<file path="src/rtl/pc_pkg.sv">
// Shared definitions for the program-counter slice.
// Covers the next-PC source selector and the default width and increment.
package pc_pkg;

   localparam int DEFAULT_WIDTH = 32;
   localparam int DEFAULT_INC   = 1;

   typedef enum logic [2:0] {
      SEL_HOLD,
      SEL_RET,
      SEL_CALL,
      SEL_JUMP,
      SEL_BRANCH,
      SEL_INC
   } pc_sel_e;

endpackage

</file>
<file path="src/rtl/pc_ras.sv">
// Circular return-address stack used by pc_unit for call/return.
// When the stack is full, a push overwrites the oldest entry and the count saturates.
module pc_ras import pc_pkg::*; #(
   parameter int WIDTH = DEFAULT_WIDTH,
   parameter int DEPTH = 4
) (
   input  logic             clk,
   input  logic             rst_n,
   input  logic             push,
   input  logic             pop,
   input  logic [WIDTH-1:0] push_data,
   output logic [WIDTH-1:0] top,
   output logic             empty,
   output logic             full,
   output logic             overflow,
   output logic             underflow
);

   localparam int PTR_W = $clog2(DEPTH);
   localparam int CNT_W = $clog2(DEPTH + 1);

   logic [WIDTH-1:0] mem [DEPTH];
   logic [PTR_W-1:0] ptr;
   logic [CNT_W-1:0] count;

   assign empty     = (count == '0);
   assign full      = (count == CNT_W'(DEPTH));
   assign top       = mem[ptr - PTR_W'(1)];
   assign overflow  = push & full;
   assign underflow = pop & empty;

   // ptr is the next free slot; once it wraps, that slot holds the oldest entry.
   always_ff @(posedge clk) begin
      if (!rst_n) begin
         ptr   <= '0;
         count <= '0;
      end else if (pop) begin
         if (!empty) begin
            ptr   <= ptr - PTR_W'(1);
            count <= count - CNT_W'(1);
         end
      end else if (push) begin
         ptr <= ptr + PTR_W'(1);
         if (!full)
            count <= count + CNT_W'(1);
      end
   end

   always_ff @(posedge clk) begin
      if (rst_n && push && !pop)
         mem[ptr] <= push_data;
   end

endmodule

</file>
<file path="src/rtl/pc_unit.sv">
// Program counter with stall, branch, jump and call/return.
// The return-address stack lives in pc_ras.
module pc_unit import pc_pkg::*; #(
   parameter int               WIDTH        = DEFAULT_WIDTH,
   parameter logic [WIDTH-1:0] RESET_VECTOR = '0,
   parameter int               INC          = DEFAULT_INC,
   parameter int               RAS_DEPTH    = 4
) (
   input  logic             clk,
   input  logic             rst_n,
   input  logic             stall,
   input  logic             branch,
   input  logic             alu_zero,
   input  logic [WIDTH-1:0] address,
   input  logic             jump,
   input  logic             call,
   input  logic             ret,
   input  logic [WIDTH-1:0] target,
   output logic [WIDTH-1:0] out,
   output logic             ras_empty,
   output logic             ras_full,
   output logic             ras_err
);

   pc_sel_e          sel;
   logic [WIDTH-1:0] seq_pc;
   logic [WIDTH-1:0] next_pc;
   logic [WIDTH-1:0] ras_top;
   logic             push;
   logic             pop;
   logic             overflow;
   logic             underflow;

   assign seq_pc = out + WIDTH'(INC);
   assign push   = (sel == SEL_CALL);
   assign pop    = (sel == SEL_RET);

   // ret outranks call, so a simultaneous call never pushes.
   always_comb begin
      sel = SEL_INC;
      if (stall)
         sel = SEL_HOLD;
      else if (ret)
         sel = SEL_RET;
      else if (call)
         sel = SEL_CALL;
      else if (jump)
         sel = SEL_JUMP;
      else if (branch && alu_zero)
         sel = SEL_BRANCH;
   end

   // The offset is only added on a taken branch, so an X offset is never used.
   always_comb begin
      next_pc = seq_pc;
      case (sel)
         SEL_HOLD:   next_pc = out;
         SEL_RET:    next_pc = ras_empty ? seq_pc : ras_top;
         SEL_CALL:   next_pc = target;
         SEL_JUMP:   next_pc = target;
         SEL_BRANCH: next_pc = seq_pc + address;
         default:    next_pc = seq_pc;
      endcase
   end

   always_ff @(posedge clk) begin
      if (!rst_n) begin
         out     <= RESET_VECTOR;
         ras_err <= 1'b0;
      end else begin
         out <= next_pc;
         if (overflow || underflow)
            ras_err <= 1'b1;
      end
   end

   pc_ras #(
      .WIDTH (WIDTH),
      .DEPTH (RAS_DEPTH)
   ) u_ras (
      .clk       (clk),
      .rst_n     (rst_n),
      .push      (push),
      .pop       (pop),
      .push_data (seq_pc),
      .top       (ras_top),
      .empty     (ras_empty),
      .full      (ras_full),
      .overflow  (overflow),
      .underflow (underflow)
   );

endmodule

</file>
<file path="config.mk">
export PLATFORM = sky130hd
export DESIGN_NAME = pc_unit
export DESIGN_NICKNAME = d
export VERILOG_FILES = /design/src/rtl/pc_pkg.sv /design/src/rtl/pc_ras.sv /design/src/rtl/pc_unit.sv
export SDC_FILE = /design/constraint.sdc
export NUM_CORES = 1
export LEC_CHECK = 0
export ABC_CLOCK_PERIOD_IN_PS = 3450
export BUFFER_PORTS_ARGS = -buffer_cell sky130_fd_sc_hd__buf_2
export CORE_MARGIN = 4
export CORE_UTILIZATION = 50
export DETAILED_ROUTE_END_ITERATION = 7
export GPL_TIMING_DRIVEN = 0
export PLACE_DENSITY_LB_ADDON = 0.15
export SYNTH_ARGS = -nofsm -noshare
export SYNTH_HDL_FRONTEND = slang
export SYNTH_HIERARCHICAL = 1
export SYNTH_SLANG_ARGS = --single-unit
export TNS_END_PERCENT = 1
</file>
<file path="constraint.sdc">
create_clock -name clk -period 3.45 [get_ports clk]
set_input_delay 0 -clock clk [delete_from_list [all_inputs] [get_ports clk]]
set_output_delay 0 -clock clk [all_outputs]
set_load 0.03 [all_outputs]
</file>
==> flow_metrics.env <==
export IMPL_outcome="finished clean"
export IMPL_maxCapViolCount=0
export IMPL_p_total_w=0.00539
export IMPL_crit_fanout=7
export IMPL_rsz0062_at_grt="true"
export IMPL_cts_clk_slew_worst_paths_ps=70
export IMPL_drt_pass1_iterations=6
export IMPL_p_leak_nw=4.75
export IMPL_switchingPower_w=0.00167
export IMPL_startpoint_type="flop"
export IMPL_dpl_cell_count=1210
export IMPL_max_stage_delay_ps=460
export IMPL_min_path_cells=5
export IMPL_reg2reg_depth=13
export IMPL_crit_path_frequent_cell="nand3_1"
export IMPL_drtAntennaViolNets=0
export IMPL_die_x_um=147
export IMPL_synthTopCellsByArea="edfxtp_1, dfxtp_1, mux4_2"
export IMPL_final_setup_viol_count=0
export IMPL_netlist_area_um2=9650
export IMPL_hold_end="out[27]"
export IMPL_cts_inserted_buffers=17
export IMPL_wl_per_cell_um=24.1
export IMPL_crit_type="flop to flop"
export IMPL_drive_gt1_share_pct=35.4
export IMPL_fmaxAchievable_mhz=294
export IMPL_start_util_pct=51.2
export IMPL_final_instance_count_excl_fill=1293
export IMPL_clkLatencyLatePin_ps=440
export IMPL_nets=1139
export IMPL_async_flop_share_pct=0
export IMPL_clock_sinks=166
export IMPL_fin_crit_ps=3400
export IMPL_totalWireLength_um=31200
export IMPL_clockRootBuffer="clkbuf_16"
export IMPL_boundaryPins=107
export IMPL_yosys_cell_types_count=76
export IMPL_clock_skew_ps=11.7
export IMPL_syn_inst=841
export IMPL_grt_pass1_wl_um=46200
export IMPL_synth_nets=960
export IMPL_final_util_pct=65.6
export IMPL_clkPwrFrac_pct=34.5
export IMPL_hpwl_um=22200
export IMPL_synth_edf_count=128
export IMPL_antenna_found_initial=0
export IMPL_yosysWarnings=6
export IMPL_whs_ps=16.6
export IMPL_antenna_cells=0
export IMPL_avgSynthCellArea_um2=11.5
export IMPL_place_ws_ps=-774
export IMPL_yosysTopAreaCell="edfxtp_1"
export IMPL_post_route_drc_count=0
export IMPL_drt_iter0_drc=877
export IMPL_arrival_ps=3720
export IMPL_peakVddDrop_v=0.000359
export IMPL_r2r_start="out[13]"
export IMPL_ff_latch_area_um2=4650
export IMPL_grt_max_degree=22
export IMPL_combPwrFrac_pct=22.9
export IMPL_worstSetupEndpointType="flop"
export IMPL_worst_r2r_endpoint="out[31]"
export IMPL_switching_share_pct=30.9
export IMPL_worst_slack_ps=46.3
export IMPL_required_ps=3760
export IMPL_groute_usage_overall_pct=28.2
export IMPL_via_per_inst=6.35
export IMPL_grt_ovfl_total=0
export IMPL_power_frac_seq_pct=42.6
export IMPL_via_count=8206
export IMPL_tritoncts="built"
export IMPL_slew_viol_final=0
export IMPL_hold_start="target[27]"
export IMPL_crit_chain="nand4_1 -> nor3_4 -> buf_4 -> nand3_1 -> xnor2_4 -> ha_1 -> a21oi_2 -> o21ai_0 -> a21oi_1 -> o21ai_2 -> o21ai_1 -> a211o_1 -> nand3_1"
export IMPL_clockBufferDepth=2
export IMPL_num_fill_cells=1455
export IMPL_worst_slew_pin_slew_ps=881
export IMPL_p_per_area_nw_per_um2=436
export IMPL_rows=50
export IMPL_crit_path_top_delay_cell="dfxtp_2"
export IMPL_gp_congestion=0.999
export IMPL_final_period_utilization_pct=98.7
export IMPL_r2r_setup_slack_ps=50
export IMPL_die_y_um=147
export IMPL_coreArea_um2=18800
export IMPL_slew_headroom_pct=40.7
export IMPL_hold_path_class="primary input to flop"
export IMPL_multi_input_area_um2=5380
export IMPL_ys_seq_area_share_pct=47.7
export IMPL_ys_ff_latch=166
export IMPL_p_int_w=0.00372
export IMPL_synth_top_area_share_pct=39.8
export IMPL_die_area_um2=21600
export IMPL_area_growth_pct=28.0
export IMPL_htree_levels=4
export IMPL_io_buffers=105
export IMPL_grt_pass1_vias=7637
export IMPL_synth_ff_type="edfxtp_1"
export IMPL_final_hold_viol_count=0
==> kinds of logic after synthesis <==
kind of cell / Yosys count / synth area share [%]
AOI/OAI and AO/OA: 252 / 17.5
xor gates and xnor gates: 49 / 4.52
adders and majority gates: 47 / 6.25
buffers and inverters: 67 / 3.75
DFF: 166 / 47.7
muxes: 38 / 8.13
and+or+nand+nor: 222 / 12.2
==> placed cells by master (no fill, tap or decap), types with 7 or more instances in the layout <==
cell and instances:
edfxtp_1 128, buf_2 112, a21oi_1 56, nand2_1 52, o21ai_0 50, buf_4 35
mux4_2 32, nor2_1 30, ha_1 30, inv_1 28, nand4_1 24, a221oi_1 19
dlygate4sd3_1 19, nand3_1 17, clkbuf_16 17, dfxtp_1 16, o211ai_1 15, clkbuf_1 14
dfxtp_2 14, xor2_1 13, xnor2_1 11, and3_1 11, a211o_1 11, a21o_1 11
ha_2 11, xnor2_2 10, a31oi_1 10, o221ai_1 9, dfxtp_4 8, buf_6 7
and2_1 7, xnor2_4 7, nor3_1 7, a21oi_2 7
==> repair_timing <==
item,in CTS,in global routing
pin swaps,8,27
hold buffers,19,0
setup endpoints to repair,19,18
gates cloned,0,0
setup buffers,10,24
resized for setup,75,81
endpoints found under the hold margin,23,0
==> stage by stage <==
| stage | TNS (ps) | instance area, um2 |
|---|---|---|
| 2_1_floorplan | 0 | 9660 |
| 3_3_place_gp | -8490 | 10500 |
| 3_5_place_dp | -8910 | 10600 |
| 4_1_cts | -114 | 11800 |
| 5_1_grt | -457 | 12300 |
| 6_report | 0 | 12300 |
==> critical path: cells and delay by family (launching register included) <==
| family | cells | cell delay, ps |
|---|---|---|
| xor+xnor | 1 | 360 |
| fa+ha+maj | 1 | 390 |
| flops | 1 | 460 |
| compound gates | 6 | 1120 |
| buf+inv | 1 | 190 |
| simple gates | 4 | 780 |
==> layout make-up <==
class / instances / share of cell area, %
tap: 260 / 2.63
multi-input combinational: 608 / 43.5
inverter: 29 / 0.881
clock buffer: 17 / 3.44
clock inverter: 15 / 1.18
buffer: 36 / 2.09
timing repair buffer: 162 / 8.57
sequential: 166 / 37.7
==> cell usage after synthesis (6+ instances only) <==
library cell  number
a21oi_1           65
and2_1            12
o21ai_0           53
xor2_1            21
o211ai_1          15
inv_1             29
ha_1              45
a31oi_1           11
nor3_1            14
nand3_1           20
edfxtp_1         128
clkbuf_1          16
and3_1            11
o21a_1             6
dfxtp_1           38
or3_1              7
a21o_1            11
nor2_1            37
nand4_1           24
a211o_1           11
nand2_1           58
mux4_2            32
o221ai_1           9
buf_2              9
a221oi_1          19
a211oi_1           6
xnor2_1           27
==> how the worst max path moves through the flow <==
| stage | startpoint | to | slack (ps) | depth (start not counted) |
|---|---|---|---|---|
| CTS | out[6] | out[20] | -60 | 13 |
| global placement | out[2] | out[26] | -760 | 13 |
| detailed placement | out[15] | out[26] | -770 | 12 |
| floorplan | out[2] | out[21] | 80 | 13 |
| global route | out[13] | out[31] | -90 | 13 |
| finish | out[13] | out[31] | 50 | 13 |
==> metal layers <==
layer  share of wire [%]  vias to the layer above  GRT usage (%)
met5                   0                        -              0
met4                 3.0                        0           9.23
met3                  10                       70           6.20
met2                  44                      496           42.4
met1                  42                     3967           41.1
li1                    -                     3673              -
==> flip-flops by register name (all words and copies together), names as in the netlist <==
name,cells
u_ras/mem,128
ras_err,1
u_ras/ptr,2
u_ras/count,3
out,32
==> power by group through the flow <==
stage / logic (W) / registers, W / clock network (W)
2_1_floorplan: 0.000674 / 0.00236 / 0
3_3_place_gp: 0.00106 / 0.00232 / 0
3_5_place_dp: 0.00107 / 0.00232 / 0
4_1_cts: 0.00114 / 0.00229 / 0.00186
5_1_grt: 0.00132 / 0.00230 / 0.00195
6_report: 0.00124 / 0.00230 / 0.00186
Power figures use the tool's default switching activity.
